## config.mk

```make
export PLATFORM = sky130hd
export DESIGN_NAME = secded_decoder
export DESIGN_NICKNAME = d
export VERILOG_FILES = /design/src/rtl/secded_decoder.sv
export SDC_FILE = /design/constraint.sdc
export NUM_CORES = 1
export LEC_CHECK = 0
export BUFFER_PORTS_ARGS = -buffer_cell sky130_fd_sc_hd__clkbuf_2
export CAP_MARGIN = 40
export CORE_MARGIN = 2
export CORE_UTILIZATION = 59
export CTS_CLUSTER_DIAMETER = 40
export DETAILED_ROUTE_END_ITERATION = 16
export PLACE_DENSITY_LB_ADDON = 0.15
export RECOVER_POWER = 50
export SYNTH_ARGS = -nofsm -noshare
export SYNTH_HDL_FRONTEND = slang
export SYNTH_SLANG_ARGS = --single-unit
```

## constraint.sdc

```tcl
create_clock -name clk -period 5.2 [get_ports clk]
set_clock_uncertainty 0.2 [all_clocks]
set_input_delay 0.26 -clock clk [delete_from_list [all_inputs] [get_ports clk]]
set_output_delay 0.26 -clock clk [all_outputs]
set_load 0.05 [all_outputs]
```

## src/rtl/secded_decoder.sv

```systemverilog
// Two-stage SECDED decoder for 39-bit Hamming codewords carrying 32 data bits.
// Stage 1 captures the codeword with its syndrome and parity; stage 2 corrects and classifies.
module secded_decoder #(
  parameter int CNT_W = 16
) (
  input  logic             clk,
  input  logic             reset,
  input  logic             in_valid,
  output logic             in_ready,
  input  logic [38:0]      cw_in,
  output logic             out_valid,
  input  logic             out_ready,
  output logic [31:0]      data_out,
  output logic             err_corr,
  output logic             err_uncorr,
  input  logic             cnt_clr,
  output logic [CNT_W-1:0] corr_cnt,
  output logic [CNT_W-1:0] uncorr_cnt
);

  localparam int STAGES = 2;

  typedef struct packed {
    logic [38:0] cw;
    logic [5:0]  syn;
    logic        par;
  } s1_t;

  typedef struct packed {
    logic [31:0] data;
    logic        corr;
    logic        uncorr;
  } s2_t;

  function automatic logic [5:0] syndrome(input logic [38:0] cw);
    logic [5:0] s;
    s = '0;
    for (int i = 1; i < 39; i++)
      if (cw[i]) s ^= i[5:0];
    return s;
  endfunction

  // Data bits sit at every non-power-of-two position, ascending.
  function automatic logic [31:0] extract(input logic [38:0] cw);
    return {cw[38:33], cw[31:17], cw[15:9], cw[7:5], cw[3]};
  endfunction

  logic [STAGES:1] vld_pipe;
  s1_t             s1_d, s1_q;
  s2_t             s2_d, s2_q;
  logic            s1_load, s2_load, fire;
  logic            syn_in_range;
  logic [38:0]     fix;

  assign s2_load  = !vld_pipe[2] || out_ready;
  assign s1_load  = !vld_pipe[1] || s2_load;
  assign in_ready = s1_load;
  assign fire     = vld_pipe[2] && out_ready;

  always_comb begin
    s1_d.cw  = cw_in;
    s1_d.syn = syndrome(cw_in);
    s1_d.par = ^cw_in;
  end

  // s==0 with odd parity is a bit-0 error: flagged, but no data bit moves.
  always_comb begin
    syn_in_range = (s1_q.syn < 6'd39);
    fix          = '0;
    if (s1_q.par && syn_in_range && (s1_q.syn != 6'd0))
      fix = 39'(1) << s1_q.syn;
    s2_d.data   = extract(s1_q.cw ^ fix);
    s2_d.corr   = s1_q.par && syn_in_range;
    s2_d.uncorr = (!s1_q.par && (s1_q.syn != 6'd0)) || (s1_q.par && !syn_in_range);
  end

  always_ff @(posedge clk) begin
    if (!reset) begin
      vld_pipe   <= '0;
      s1_q       <= '0;
      s2_q       <= '0;
      corr_cnt   <= '0;
      uncorr_cnt <= '0;
    end else begin
      if (s1_load) begin
        vld_pipe[1] <= in_valid;
        if (in_valid) s1_q <= s1_d;
      end
      if (s2_load) begin
        vld_pipe[2] <= vld_pipe[1];
        if (vld_pipe[1]) s2_q <= s2_d;
      end
      // A clear in the same cycle as a counted word drops that event.
      if (cnt_clr) begin
        corr_cnt   <= '0;
        uncorr_cnt <= '0;
      end else begin
        if (fire && s2_q.corr && (corr_cnt != '1))
          corr_cnt <= corr_cnt + CNT_W'(1);
        if (fire && s2_q.uncorr && (uncorr_cnt != '1))
          uncorr_cnt <= uncorr_cnt + CNT_W'(1);
      end
    end
  end

  assign out_valid  = vld_pipe[2];
  assign data_out   = s2_q.data;
  assign err_corr   = s2_q.corr;
  assign err_uncorr = s2_q.uncorr;

endmodule
```

==> results of run 1 <==
==> registers in the layout, summed over array words and instances, names as in the netlist <==
register and count:
err_uncorr 1, data_out 32, corr_cnt 16, vld_pipe 2
err_corr 1, s1_q 39, uncorr_cnt 16
==> cells by family (layout without fill, tap and decap cells) <==
logic type / Yosys count / in the layout / share of synthesized area
multiplexers: 1 / 1 / 0.00190
XOR/XNOR: 108 / 108 / 0.195
adder cells (fa/ha/maj): 2 / 2 / 0.00476
buffers and inverters: 41 / 168 / 0.0319
AND/OR/NAND/NOR: 273 / 273 / 0.241
flip-flops: 107 / 107 / 0.408
AO/OA/AOI/OAI: 100 / 100 / 0.118
==> synth_stat cells, types with 17 or more instances <==
library cell	instances
dfxtp_1	107
nand2_1	96
nor2_1	78
xnor2_1	62
a21oi_1	43
xor2_1	39
clkbuf_1	25
nand3_1	24
a311oi_1	18
o21ai_0	18
or3_1	18
a211oi_1	17
==> report_power, final <==
group          internal (mW)  switching [mW]  total (mW)  leakage [nW]
registers              0.867          0.0483       0.916         0.875
clock network          0.172           0.277       0.450        0.0754
logic                  0.202           0.275       0.477          1.27
==> worst min-delay path by stage <==
stage                     startpoint          end  slack (ns)  cells after the start
final                      cw_in[31]     s1_q[38]        0.03                      3
after floorplan             in_valid  vld_pipe[1]        0.18                      2
after CTS                  cw_in[31]     s1_q[38]       0.008                      3
after detailed placement    s1_q[20]     s1_q[20]        0.26                      2
after global placement      s1_q[44]     s1_q[44]        0.25                      2
after global routing       cw_in[31]     s1_q[38]        0.04                      3
==> through the flow <==
| step | power (mW) | cells |
|---|---|---|
| 6_report | 1.84 | 867 |
| 5_1_grt | 1.93 | 867 |
| 2_1_floorplan | 1.28 | 632 |
| 4_1_cts | 1.85 | 867 |
| 3_3_place_gp | 1.38 | 818 |
| 3_5_place_dp | 1.39 | 820 |
==> cell type report <==
type | instances | area share
multi-input cells | 484 | 0.472
clock inverters | 4 | 0.00460
clock buffers | 11 | 0.0210
well taps | 108 | 0.0216
flip-flops and latches | 107 | 0.342
inverters | 5 | 0.00300
repair buffers | 148 | 0.135
==> worst register-to-register path, delay by kind of cell (launching register included) <==
family                 cells  cell delay, ns
flip-flops                 1            0.34
AO/OA/AOI/OAI              1            0.24
AND/OR/NAND/NOR            3            0.56
buffers and inverters      1            1.74
==> layer usage <==
layer,vias up,global-route usage,part of all wire
met3,22,0.0336,0.049
met2,132,0.433,0.48
met1,2109,0.337,0.46
met5,-,0,0
li1,2390,-,-
met4,0,0.103,0.020
==> impl_metrics.json, run 1 <==
{
  "cp_cell_sequence": "nor2b_1, nor2b_4, clkbuf_1, nand3_1, a21oi_1",
  "die_height_microns": 98.4,
  "fmaxAchievable_mhz": 319,
  "detailroute.via_count": 4653,
  "clock_sink_count": 107,
  "final-max-slew-violation-count": 66,
  "hold_path.class": "input pin to register",
  "path_delay_family": "buffers and inverters",
  "ir_drop_uv": 167,
  "outcome": "finished with violations",
  "clkTransAtPathRegs_ns": 0.09,
  "max-clock-path-buffers": 2,
  "cts_max_level": 3,
  "route.antenna.remaining_nets": 0,
  "post_synth_num_cell_types": 43,
  "nets": 801,
  "design.die.area_sq_um": 9680,
  "layout.cells.most_common_list": "107 x dfxtp_1, 96 x nand2_1, 78 x nor2_1",
  "post_drt_wl_per_cell_microns": 14.6,
  "clk_root_buffer_cell": "clkbuf_8",
  "finalCritPeriodShare": 0.602,
  "instance_area_after_placement_sq_um": 5860,
  "final_util": 0.721,
  "final_period_minus_worst_setup_slack_ns": 3.13,
  "r2r_setup_slack_ns": 2.07,
  "finalWeightedCongestion": 0.894,
  "tightest_slew_ns": 2.44,
  "cellPowerDensity_nw_per_um2": 295,
  "io_pins": 112,
  "largest_net_degree_at_the_start_of_global_routing": 66,
  "timing.setup.critical_path_class": "register to register",
  "die_w_microns": 98.4,
  "cpPeakStageDelay_ns": 1.74,
  "violated_checks": "capacitance limit, slew limit",
  "synth_top_area_share": 0.408,
  "cp_slowest_cell": "clkbuf_1",
  "required_ns": 5.29,
  "cell_accounting_for_the_most_synthesized_area": "dfxtp_1",
  "synth.top_cells.by_area": "dfxtp_1 41%, xnor2_1 10%, nand2_1 6.9%, xor2_1 6.5%, nor2_1 5.6%",
  "synth.yosys.seq_area_share": 0.408,
  "post_cts_hold_buffer_count": 32,
  "cts_resized": 0,
  "netlist_area_sq_um": 5260,
  "timing.critical_path.from_type": "register",
  "grt_first_pass_wirelength_microns": 20300,
  "multiInputGateArea_sq_um": 2950,
  "yosysWarningCount": 0,
  "detailedRoute.firstIterationViolations": 191,
  "placeableCoreArea_sq_um": 8680,
  "floorplan.initialDensity": 0.606,
  "synth_async_sr_flop_share": 0,
  "layout-drive-gt1-share": 0.0896,
  "setup_repair_after_global_routing_missed_its_margin": "no",
  "number_of_cell_rows": 34,
  "regToRegEndpoint": "err_uncorr",
  "grt_pass1_vias": 4339,
  "synth.ff_latch_count": 107,
  "cp_num_cells": 5,
  "synth_area_per_cell_sq_um": 8.32,
  "register_area_sq_um": 2140,
  "clock_latency_ns": 0.36,
  "crit_fanout": 65,
  "worstSetupEndpoint": "err_uncorr",
  "hold_viol_final": 0,
  "numCtsBuffers": 9,
  "layout_setup_ws_ns": 2.07,
  "dp.final_hpwl_microns": 8900,
  "cp_num_buf_inv": 1,
  "growth_of_design_area_from_synthesis_to_finish_pct": 19.0,
  "numPortBuffers": 111,
  "hold_ws_ns": 0.0348,
  "number_of_antenna_violations_at_the_first_check_in_global_routing": 0,
  "grt_overflow": 0,
  "worst_setup_path_end_kind": "register",
  "antenna_cells_inserted": 0,
  "number_of_enable_flip_flop_cells_after_synthesis": 0,
  "mappedNetlistNets": 678,
  "report.final.setup_viol": 0,
  "drt_first_pass_iters": 4,
  "worst_slew_margin_rel": -0.628,
  "most_frequent_standard_cell_in_the_layout_excluding_fill_and_tap_cells": "dfxtp_1",
  "synth-main-ff-cell": "dfxtp_1",
  "synthCells": 632,
  "worst_setup_path_startpoint": "vld_pipe[2]",
  "number_of_vias_per_cell": 5.37,
  "grt_usage": 0.258,
  "fin_area_sq_um": 6260,
  "final.fill_count": 733,
  "cts_tree": "built",
  "number_of_drc_violations_after_detailed_routing": 0,
  "critPathArrivalTime_ns": 3.23,
  "wirelength_microns": 12600,
  "dp_slack_ns": 2.96,
  "post_cts.repair.setup_buffers": 0,
  "worst_r2r_path_cells": 5,
  "p_leak_nw": 2.22,
  "fin_tns_setup_ns": 0,
  "drv_cap": 1,
  "worstReg2RegStart": "vld_pipe[2]"
}
Power figures use the tool's default switching activity.
==> inputs of run 2 (changes only) <==
--- a/config.mk
+++ b/config.mk
@@ -8,7 +8,7 @@
 export BUFFER_PORTS_ARGS = -buffer_cell sky130_fd_sc_hd__clkbuf_2
 export CAP_MARGIN = 40
 export CORE_MARGIN = 2
-export CORE_UTILIZATION = 59
+export CORE_UTILIZATION = 49
 export CTS_CLUSTER_DIAMETER = 40
 export DETAILED_ROUTE_END_ITERATION = 16
 export PLACE_DENSITY_LB_ADDON = 0.15
==> constraint.sdc (replaced) <==
create_clock -name clk -period 2.6 [get_ports clk]
set_clock_uncertainty 0.2 [all_clocks]
set_input_delay 0.13 -clock clk [delete_from_list [all_inputs] [get_ports clk]]
set_output_delay 0.13 -clock clk [all_outputs]
set_load 0.05 [all_outputs]
==> run 2 against run 1 <==
Effect of this change:
- combinational power increased by 99%
- clock power increased by 100%
- the flow now finishes without violations
- critical path type is now input pin to register
- first-iteration DRC count up 56%
- core utilization is 11 points lower
==> impl_metrics.json, run 2 (same netlist as run 1, synthesis figures left out) <==
{
  "layout.cells.most_common_list": "107 x dfxtp_1, 96 x nand2_1, 78 x nor2_1",
  "timing.setup.critical_path_class": "input pin to register",
  "fin_area_sq_um": 6320,
  "drt_first_pass_iters": 4,
  "cts_tree": "built",
  "numPortBuffers": 111,
  "clock_sink_count": 107,
  "post_drt_wl_per_cell_microns": 14.7,
  "drv_cap": 0,
  "antenna_cells_inserted": 0,
  "dp.final_hpwl_microns": 9470,
  "grt_first_pass_wirelength_microns": 21300,
  "hold_viol_final": 0,
  "timing.critical_path.from_type": "input pin",
  "finalCritPeriodShare": 0.861,
  "clock_latency_ns": 0.37,
  "placeableCoreArea_sq_um": 10400,
  "numCtsBuffers": 9,
  "report.final.setup_viol": 0,
  "routedLengthMet1_microns": 6120,
  "growth_of_design_area_from_synthesis_to_finish_pct": 20.3,
  "tightest_slew_ns": 1.06,
  "number_of_cell_rows": 37,
  "grt_usage": 0.233,
  "largest_net_degree_at_the_start_of_global_routing": 45,
  "detailedRoute.firstIterationViolations": 298,
  "die_w_microns": 108,
  "clkTransAtPathRegs_ns": 0.09,
  "detailroute.via_count": 4678,
  "outcome": "finished, final reports clean",
  "most_frequent_standard_cell_in_the_layout_excluding_fill_and_tap_cells": "dfxtp_1",
  "fmaxAchievable_mhz": 447,
  "route.antenna.remaining_nets": 0,
  "final_period_minus_worst_setup_slack_ns": 2.24,
  "worst_setup_path_end_kind": "register",
  "ir_drop_uv": 248,
  "grt_pass1_vias": 4442,
  "met2RoutedLength_microns": 6230,
  "maxUsedRoutingLayer": "met4",
  "crit_fanout": 44,
  "cellPowerDensity_nw_per_um2": 582,
  "fin_tns_setup_ns": 0,
  "layout_setup_ws_ns": 0.362,
  "io_pins": 112,
  "required_ns": 2.63,
  "final-max-slew-violation-count": 0,
  "post_cts.repair.setup_buffers": 0,
  "nets": 807,
  "wirelength_microns": 13200,
  "dp_slack_ns": 0.647,
  "report.power.total_mw": 3.68,
  "critPathArrivalTime_ns": 2.27,
  "design.die.area_sq_um": 11600,
  "p_leak_nw": 2.25,
  "largest_reg_flops": 39,
  "layout-drive-gt1-share": 0.0879,
  "instance_area_after_placement_sq_um": 5910,
  "die_height_microns": 108,
  "number_of_vias_per_cell": 5.21,
  "hold_ws_ns": 0.240,
  "worst_slew_margin_rel": 0.294,
  "largest-register": "s1_q",
  "number_of_drc_violations_after_detailed_routing": 0,
  "grt_overflow": 0,
  "finalWeightedCongestion": 0.903,
  "hold_path.class": "input pin to register",
  "setup_repair_after_global_routing_missed_its_margin": "no",
  "met3_wirelength_microns": 542,
  "floorplan.initialDensity": 0.507,
  "max-clock-path-buffers": 2,
  "number_of_antenna_violations_at_the_first_check_in_global_routing": 0,
  "clk_root_buffer_cell": "clkbuf_8",
  "cts_max_level": 3
}
-- run 2: cell types whose count changed in the layout (fill, tap and decap cells not counted), moves of 2 or more --
cell / before / now
buf_4: 2 / 5
clkbuf_8: 9 / 11
clkinvlp_4: 2 / 0
dlygate4sd3_1: 32 / 36
-- run 2: critical path, cell delays in order --
cell and delay (ns):
dlygate4sd3_1 0.54, clkbuf_2 0.18, inv_1 0.69, clkbuf_4 0.63, a311oi_1 0.08
-- run 2: path summary, 6_finish.rpt --
path,end,depth (start not counted),slack [ns],start
setup reg to reg,err_corr,5,0.46,vld_pipe[2]
hold reg to reg,s1_q[12],2,0.27,s1_q[12]
hold / removal,s1_q[6],7,0.24,cw_in[32]
setup / recovery,data_out[6],5,0.36,reset
-- run 2: metal layers --
| metal | up-vias | GRT usage |
|---|---|---|
| met1 | 2133 | 0.301 |
| met3 | 20 | 0.0345 |
| met4 | 0 | 0.0907 |
| met5 | - | 0 |
| li1 | 2415 | - |
| met2 | 110 | 0.391 |
-- run 2: area by class of cell --
type,instances,area [sq um]
fillers,992,4050
multi-input cells,484,2950
flip-flops and latches,107,2140
repair buffers,154,881
well taps,136,170
clock buffers,12,155
inverters,5,18.8
-- run 2: metrics by stage --
stage	std cells	utilization
after floorplan	632	-
after global placement	850	0.569
after detailed placement	850	0.569
after CTS	898	0.619
after global routing	898	0.610
final	898	0.610
-- run 2: timing repair --
action | in CTS | in global routing
endpoints found under the hold margin | 36 | 0
hold buffers | 36 | 0
resized for setup | 0 | 0
-- run 2: report_power, final --
group / leakage [nW] / switching, mW / internal [mW]
clock: 0.0803 / 0.518 / 0.381
combinational: 1.29 / 0.546 / 0.403
sequential: 0.875 / 0.0980 / 1.73
total: 2.25 / 1.16 / 2.52
